`src/rtl/psum_ofifo.sv`:
```
// Column-parallel output FIFO: each array column pushes psums into its own circular
// buffer at its own skewed cycle; whole rows are popped only once every column has data.
module psum_ofifo #(
  parameter int col     = 8,
  parameter int bw      = 8,
  parameter int bw_psum = 2 * bw + 3,
  parameter int depth   = 8,
  parameter int ptr_w   = $clog2(depth)
) (
  input  logic                   clk,
  input  logic                   reset,
  input  logic [col*bw_psum-1:0] in,
  input  logic [col-1:0]         wr,
  input  logic                   rd,
  output logic [col*bw_psum-1:0] out,
  output logic                   o_valid,
  output logic                   o_full,
  output logic                   o_ready,
  output logic                   o_overflow
);

  localparam logic [ptr_w:0] full_cnt = (ptr_w + 1)'(depth);

  logic [bw_psum-1:0]     mem_q   [col][depth];
  logic [ptr_w-1:0]       wptr_q  [col];
  logic [ptr_w-1:0]       wptr_d  [col];
  logic [ptr_w:0]         count_q [col];
  logic [ptr_w:0]         count_d [col];
  logic [ptr_w-1:0]       rptr_q;
  logic [ptr_w-1:0]       rptr_d;
  logic [col*bw_psum-1:0] out_q;
  logic [col*bw_psum-1:0] out_d;
  logic                   overflow_q;
  logic                   overflow_d;
  logic [col-1:0]         not_empty;
  logic [col-1:0]         is_full;
  logic [col-1:0]         push_en;
  logic                   pop_acc;

  always_comb begin
    not_empty = '0;
    is_full   = '0;
    for (int c = 0; c < col; c++) begin
      not_empty[c] = (count_q[c] != '0);
      is_full[c]   = (count_q[c] == full_cnt);
    end
  end

  // Flags come only from registered counts, so in/wr never reach an output combinationally.
  assign o_valid    = &not_empty;
  assign o_full     = |is_full;
  assign o_ready    = ~o_full;
  assign o_overflow = overflow_q;
  assign out        = out_q;
  assign pop_acc    = rd & o_valid;

  always_comb begin
    push_en    = '0;
    out_d      = out_q;
    rptr_d     = rptr_q + ptr_w'(pop_acc);
    for (int c = 0; c < col; c++) begin
      wptr_d[c]  = wptr_q[c];
      count_d[c] = count_q[c];
    end
    for (int c = 0; c < col; c++) begin
      // A full column still accepts a push when the same-cycle pop frees a slot.
      push_en[c] = wr[c] & (~is_full[c] | pop_acc);
      wptr_d[c]  = wptr_q[c] + ptr_w'(push_en[c]);
      count_d[c] = count_q[c] + (ptr_w + 1)'(push_en[c]) - (ptr_w + 1)'(pop_acc);
      if (pop_acc) begin
        out_d[c*bw_psum +: bw_psum] = mem_q[c][rptr_q];
      end
    end
    overflow_d = overflow_q | (|(wr & ~push_en));
  end

  always_ff @(posedge clk or posedge reset) begin
    if (reset) begin
      for (int c = 0; c < col; c++) begin
        wptr_q[c]  <= '0;
        count_q[c] <= '0;
      end
      rptr_q     <= '0;
      out_q      <= '0;
      overflow_q <= 1'b0;
    end else begin
      for (int c = 0; c < col; c++) begin
        wptr_q[c]  <= wptr_d[c];
        count_q[c] <= count_d[c];
      end
      rptr_q     <= rptr_d;
      out_q      <= out_d;
      overflow_q <= overflow_d;
    end
  end

  // Storage is not reset; the cleared counts make any stale contents unreachable.
  always_ff @(posedge clk) begin
    for (int c = 0; c < col; c++) begin
      if (push_en[c]) begin
        mem_q[c][wptr_q[c]] <= in[c*bw_psum +: bw_psum];
      end
    end
  end

endmodule

```
`config.mk`:
```
export PLATFORM = sky130hd
export DESIGN_NAME = psum_ofifo
export DESIGN_NICKNAME = d
export VERILOG_FILES = /design/src/rtl/psum_ofifo.sv
export SDC_FILE = /design/constraint.sdc
export NUM_CORES = 1
export LEC_CHECK = 0
export ABC_AREA = 1
export BUFFER_PORTS_ARGS = -buffer_cell sky130_fd_sc_hd__buf_2
export CORE_UTILIZATION = 35
export CTS_CLUSTER_DIAMETER = 200
export DETAILED_ROUTE_END_ITERATION = 10
export HOLD_SLACK_MARGIN = 0.08
export PLACE_DENSITY = 0.54
export SYNTH_ARGS = -nofsm -noshare
export SYNTH_HDL_FRONTEND = slang
export SYNTH_SLANG_ARGS = --single-unit
```
`constraint.sdc`:
```
create_clock -name clk -period 22.2 [get_ports clk]
set_input_delay 5.55 -clock clk [delete_from_list [all_inputs] [get_ports clk]]
set_output_delay 5.55 -clock clk [all_outputs]
set_load 0.02 [all_outputs]
```
==> reports/qor.csv, run 1 <==
metric,value,unit
rsz0062_at_grt,no,
syn_inst,4493,
startpoint_type,input pin,
hold_viol,0,
route.detailed.drc,0,
totalWireLength,133300,um
gr-total-overflow,0,
fin_crit_sh,0.3744,
slew_headroom,0.1511,
grt_pass1_vias,32960,
hold_path_class,reg -> reg,
yosysWarnings,0,
clock.fmax,120.3,MHz
drv_slew,0,
cts_hold_buf,0,
fin_hold_ws,0.4753,ns
p_leak,25.51,nW
drive_gt1_frac,0.1379,
setup_viol,0,
regToRegEndpoint,out[56],
ys_seq_area_frac,0.7320,
cp_max_fo,64,
via_per_inst,4.761,
path_clk_slew,0.06,ns
path_buf_inv,7,
outcome,finished clean,
n_fill_cell,15060,
die_h,406.0,um
cts_root_buffer,clkbuf_16,
io_buffers,318,
peakVddDrop,0.08031,mV
min_path_cells,2,
regToRegStartpoint,rptr_q[0],
grt_max_degree,231,
num_vias,33640,
p_per_area,140.2,mW/mm^2
area_delta_synth_final,15.53,%
cpMaxStageDelayCell,buf_4,
gp_congestion,0.7669,
cp_cell_sequence,buf_2 > nand3_4 > buf_4 > buf_4 > buf_4 > nand2_1 > nand2_1 > inv_1 > nand2_1 > nand2_1 > ha_1 > inv_1 > fa_1 > inv_1,
crit_family,buffers and inverters,
ios,319,
final_nets,4985,
ant_nets,0,
antenna_found_initial,30,
first_pass_iters,7,
rows,147,
worstHoldStart,out[134],
core,0.1613,mm^2
netlist_area,0.05713,mm^2
r2r_setup_slack,16.00,ns
crit_arrival,9.01,ns
ys_ff_latch,1428,
worstPathRequired,22.89,ns
wl_per_cell,18.87,um
endpoint_kind,flip-flop,
grt_usage,0.1619,
clk_latency,0.78,ns
postCtsSetupRepairBufs,0,
crit_top_cell,nand2_1,
ys_types,30,
ctsLongestPathBuffers,3,
cts_sinks,1428,
cts_resized,0,
dieArea,0.1649,mm^2
syn_avg_cell_area,12.72,um^2
syn_nets,4722,
slowest_delay,0.68,ns
worst_pin_slew,1.272,ns
numCtsBuffers,158,
reg2reg_depth,10,
cts_tree,yes,
dp_hpwl,81470,um
synth_top_area_cell,edfxtp_1,
synthTopCellsByArea,"edfxtp_1 64%, dfrtp_1 9.3%, o21ai_0 4.1%",
fin_crit,8.312,ns
yosysTopAreaCellShare,0.6391,
grt_pass1_wl,202700,um
critPathKind,in -> reg,
clock_skew,0.03796,ns
cap_violations,0,
htree_num_levels,4,
finalPower,0.009257,W
tns,0,ns
start_util,0.3542,
drt_iter0_drc,2306,
die_w,406.0,um
hold_end,out[134],
==> kinds of logic (layout without fill, tap and decap cells) <==
family / after synthesis / after routing / synth area share
AND/OR/NAND/NOR: 749 / 749 / 0.05140
flip-flops: 1428 / 1428 / 0.7320
multiplexers: 88 / 88 / 0.01542
adder cells (fa/ha/maj): 66 / 66 / 0.01551
buffers and inverters: 869 / 1263 / 0.06007
AO/OA/AOI/OAI: 1268 / 1268 / 0.1218
XOR/XNOR: 25 / 25 / 0.003833
other: 0 / 18 / 0
==> worst max path at each step <==
stage	endpoint	startpoint	slack [ns]	cells after the start
2_1_floorplan	count_q[0]	reset	10.86	1
3_3_place_gp	count_q[5]	rd	13.00	14
3_5_place_dp	count_q[5]	rd	13.06	14
4_1_cts	count_q[5]	rd	13.89	14
5_1_grt	count_q[5]	rd	13.63	14
6_report	count_q[5]	rd	13.89	14
==> flip-flops by register name, summed over array words and instances, names as in the netlist <==
signal and count:
mem_q 1216, out 152, o_overflow 1, rptr_q 3
wptr_q 24, count_q 32
==> report_power, final <==
part	internal, W	switching [W]
logic	0.000889	0.00207
clock network	0.00151	0.00106
registers	0.00349	0.000251
==> layout by cell type (no fill, tap or decap), types with 10 or more instances in the layout <==
cell type and count:
clkbuf_1 48, o22ai_1 108, o21ai_0 464, diode_2 18, nand2_1 589, clkinv_2 22
nor2_2 66, bufinv_16 10, nand3_1 75, a21oi_1 440, buf_4 46, clkinv_1 21
edfxtp_1 1216, mux2i_1 88, o21ai_1 76, buf_2 318, clkbuf_16 161, xnor2_1 13
clkbuf_8 15, o211ai_1 176, inv_1 599, ha_1 58, xor2_1 12, dfrtp_1 209
==> area by class of cell <==
cell class | instances | area (um^2) | share of cell area
Clock buffer | 224 | 4415 | 0.06690
Clock inverter | 67 | 693.2 | 0.01050
Antenna cell | 18 | 45.04 | 0.0006824
Inverter | 606 | 2288 | 0.03467
Tap cell | 2160 | 2703 | 0.04095
Multi-Input combinational cell | 2196 | 12050 | 0.1826
Sequential cell | 1428 | 41830 | 0.6338
Timing Repair Buffer | 366 | 1977 | 0.02995
==> worst min-delay path, cell delays in order, from the launching register on <==
cell and delay, ns:
dfrtp_1 0.34, nand2_1 0.05, nand2_1 0.06
==> metrics by stage <==
step	utilization	setup WS (ns)	area, um^2	std cells
after CTS	0.4089	13.89	65960	7047
after global routing	0.4090	13.63	65980	7054
after floorplan	-	10.86	57130	4493
final	0.4092	13.89	66000	7065
after global placement	0.3772	13.00	60850	6756
after detailed placement	0.3772	13.06	60850	6756
==> cell usage after synthesis, drive strengths merged <==
cell type	n
nand2	593
dfrtp	212
nor4	1
o211ai	176
o21ai	540
edfxtp	1216
buf	116
a21boi	2
mux2i	88
inv	606
fa	8
or2	5
a21oi	442
nand3	76
clkbuf	147
xnor2	13
nor2	74
o22ai	108
xor2	12
ha	58
==> layer usage <==
| layer | global-route usage | wire length (um) | vias up |
|---|---|---|---|
| li1 | - | - | 16430 |
| met1 | 0.2156 | 60210 | 16350 |
| met2 | 0.2593 | 62890 | 601 |
| met3 | 0.03619 | 6437 | 234 |
| met4 | 0.05766 | 3689 | 18 |
| met5 | 0 | 126 | - |
(Power assumes the default switching activity.)
==> run 2, diff against run 1 <==
clock period = 8.3 ns   (was 22.2 ns; I/O delays follow)
==> reports/qor.csv, run 2 (synthesis gave the netlist of run 1 again) <==
metric,value,unit,change
gp_congestion,0.7507,,-2.1%
die_h,406.0,um,unchanged
rsz0062_at_grt,no,,
layout_setup_ws,3.887,ns,-10.00 ns
path_clk_slew,0.06,ns,about the same
num_vias,33750,,+0.32%
cts_root_buffer,clkbuf_16,,
endpoint_kind,output port,,
wl_per_cell,18.85,um,-0.12%
critPathKind,reg -> out,,
route.detailed.drc,0,,unchanged
drv_slew,0,,unchanged
first_pass_iters,7,,unchanged
startpoint_type,flip-flop,,
power_switching,0.009080,W,+170%
r2r_setup_slack,4.24,ns,-11.76 ns
hold_end,out[100],,
dp_hpwl,81900,um,+0.52%
cts_resized,0,,unchanged
area_delta_synth_final,15.54,%,about the same
cts_hold_buf,0,,unchanged
pwr-share-clk,0.276,,about the same
start_util,0.3542,,unchanged
reg2reg_depth,11,,+1
grt_usage,0.1617,,-0.0002124
dieArea,0.1649,mm^2,unchanged
combPwrFrac,0.320,,about the same
cpMaxStageDelayCell,dfrtp_1,,
grt_max_degree,228,,-1.3%
clk_latency,0.81,ns,+0.03 ns
gr-total-overflow,0,,unchanged
cts_tree,yes,,
die_w,406.0,um,unchanged
ctsLongestPathBuffers,3,,unchanged
path_buf_inv,4,,-3
slew_headroom,0.1710,,+0.01990
antenna_found_initial,32,,+6.7%
n_fill_cell,15020,,-0.33%
fin_crit_sh,0.5316,,
regToRegEndpoint,mem_q[0][211],,
ant_nets,0,,unchanged
rows,147,,unchanged
clock.fmax,226.6,MHz,
drive_gt1_frac,0.1371,,-0.0008465
peakVddDrop,0.3126,mV,+290%
cts_sinks,1428,,unchanged
fin_hold_ws,0.4752,ns,-0.0001360 ns
p_sw_frac,0.3669,,+0.002413
worstHoldStart,out[100],,
dpl_worst_slack,3.208,ns,-9.856 ns
io_buffers,318,,unchanged
cp_cell_sequence,inv_1 > ha_1 > nand3_1 > nand2_1 > nor4_1 > buf_4 > inv_1 > buf_2,,
final_nets,4984,,-0.020%
hold_viol,0,,unchanged
internal_power,0.01566,W,+170%
utilization,0.4092,,about the same
grt_pass1_vias,33000,,+0.13%
clock_skew,0.03485,ns,-0.003108 ns
fin_crit,4.413,ns,
drt_iter0_drc,2387,,+3.5%
via_per_inst,4.784,,+0.48%
setup_viol,0,,unchanged
hold_path_class,reg -> reg,,
postCtsSetupRepairBufs,0,,unchanged
regToRegStartpoint,count_q[22],,
ios,319,,unchanged
largest_reg_flops,1216,,unchanged
outcome,finished clean,,
worst_pin_slew,1.242,ns,-0.02981 ns
slowest_delay,0.32,ns,-0.36 ns
crit_arrival,2.34,ns,-6.67 ns
final_common_cell,edfxtp_1,,
tns,0,ns,unchanged
cap_violations,0,,unchanged
crit_top_cell,inv_1,,
totalWireLength,133000,um,-0.27%
core,0.1613,mm^2,unchanged
grt_pass1_wl,202100,um,-0.30%
p_leak,25.50,nW,about the same
p_per_area,374.8,mW/mm^2,+170%
htree_num_levels,4,,unchanged
mostFrequentLayoutCells,"1216 x edfxtp_1, 599 x inv_1, 589 x nand2_1",,
pwr-share-seq,0.404,,about the same
numCtsBuffers,155,,-1.9%
worstPathRequired,6.23,ns,-16.66 ns
cp_max_fo,3,,-95%
min_path_cells,2,,unchanged
crit_family,simple AND/OR/NAND/NOR gates,,
run 2: changes by cell type in the layout (fill, tap and decap cells not counted), sizes merged:
cell | previous run | this run
clkbuf | 224 | 225
clkinv | 53 | 43
clkinvlp | 2 | 5
diode | 18 | 6
buf | 366 | 368
inv | 608 | 613
run 2: power groups by stage:
stage | logic (W) | clock network (W) | registers (W)
finish | 0.00791 | 0.00684 | 0.00999
global placement | 0.00798 | 0 | 0.0101
floorplan | 0.00525 | 0 | 0.0103
detailed placement | 0.00809 | 0 | 0.0102
CTS | 0.00812 | 0.00703 | 0.0100
global route | 0.00897 | 0.00728 | 0.0101
run 2: area by class of cell:
cell class | count | area, um^2 | area share
diodes | 6 | 15.01 | 0.0002275
clock buffers | 225 | 4272 | 0.06471
clock inverters | 65 | 794.5 | 0.01204
inverters | 606 | 2288 | 0.03467
multi-input cells | 2196 | 12050 | 0.1826
flip-flops and latches | 1428 | 41830 | 0.6337
well taps | 2160 | 2703 | 0.04094
repair buffers | 368 | 2054 | 0.03112
run 2: worst min-delay path, delay by kind of cell (launching register included):
| kind | cells | cell delay (ns) |
|---|---|---|
| DFF | 1 | 0.34 |
| and+or+nand+nor | 2 | 0.10 |
run 2: worst max-delay path by stage:
stage                               end  cells past startpoint         from
after floorplan              count_q[0]                      1        reset
after global placement    mem_q[0][223]                      7           rd
after detailed placement  mem_q[0][225]                      7           rd
after CTS                       o_valid                      8  count_q[22]
after global routing             o_full                      8   count_q[2]
final                            o_full                      8   count_q[2]
run 2: metal layers:
| metal | wire (um) | global-route usage |
|---|---|---|
| met4 | 3226 | 0.05210 |
| met5 | 164 | 0 |
| met2 | 62690 | 0.2571 |
| met1 | 59710 | 0.2173 |
| met3 | 7193 | 0.03890 |
run 2: stage by stage:
stage          cells  area (um^2)  total power [W]
5_1_grt         7052        66000          0.02639
6_report        7054        66010          0.02474
3_3_place_gp    6758        60930          0.01810
2_1_floorplan   4493        57130          0.01554
4_1_cts         7048        65990          0.02516
3_5_place_dp    6758        60930          0.01825
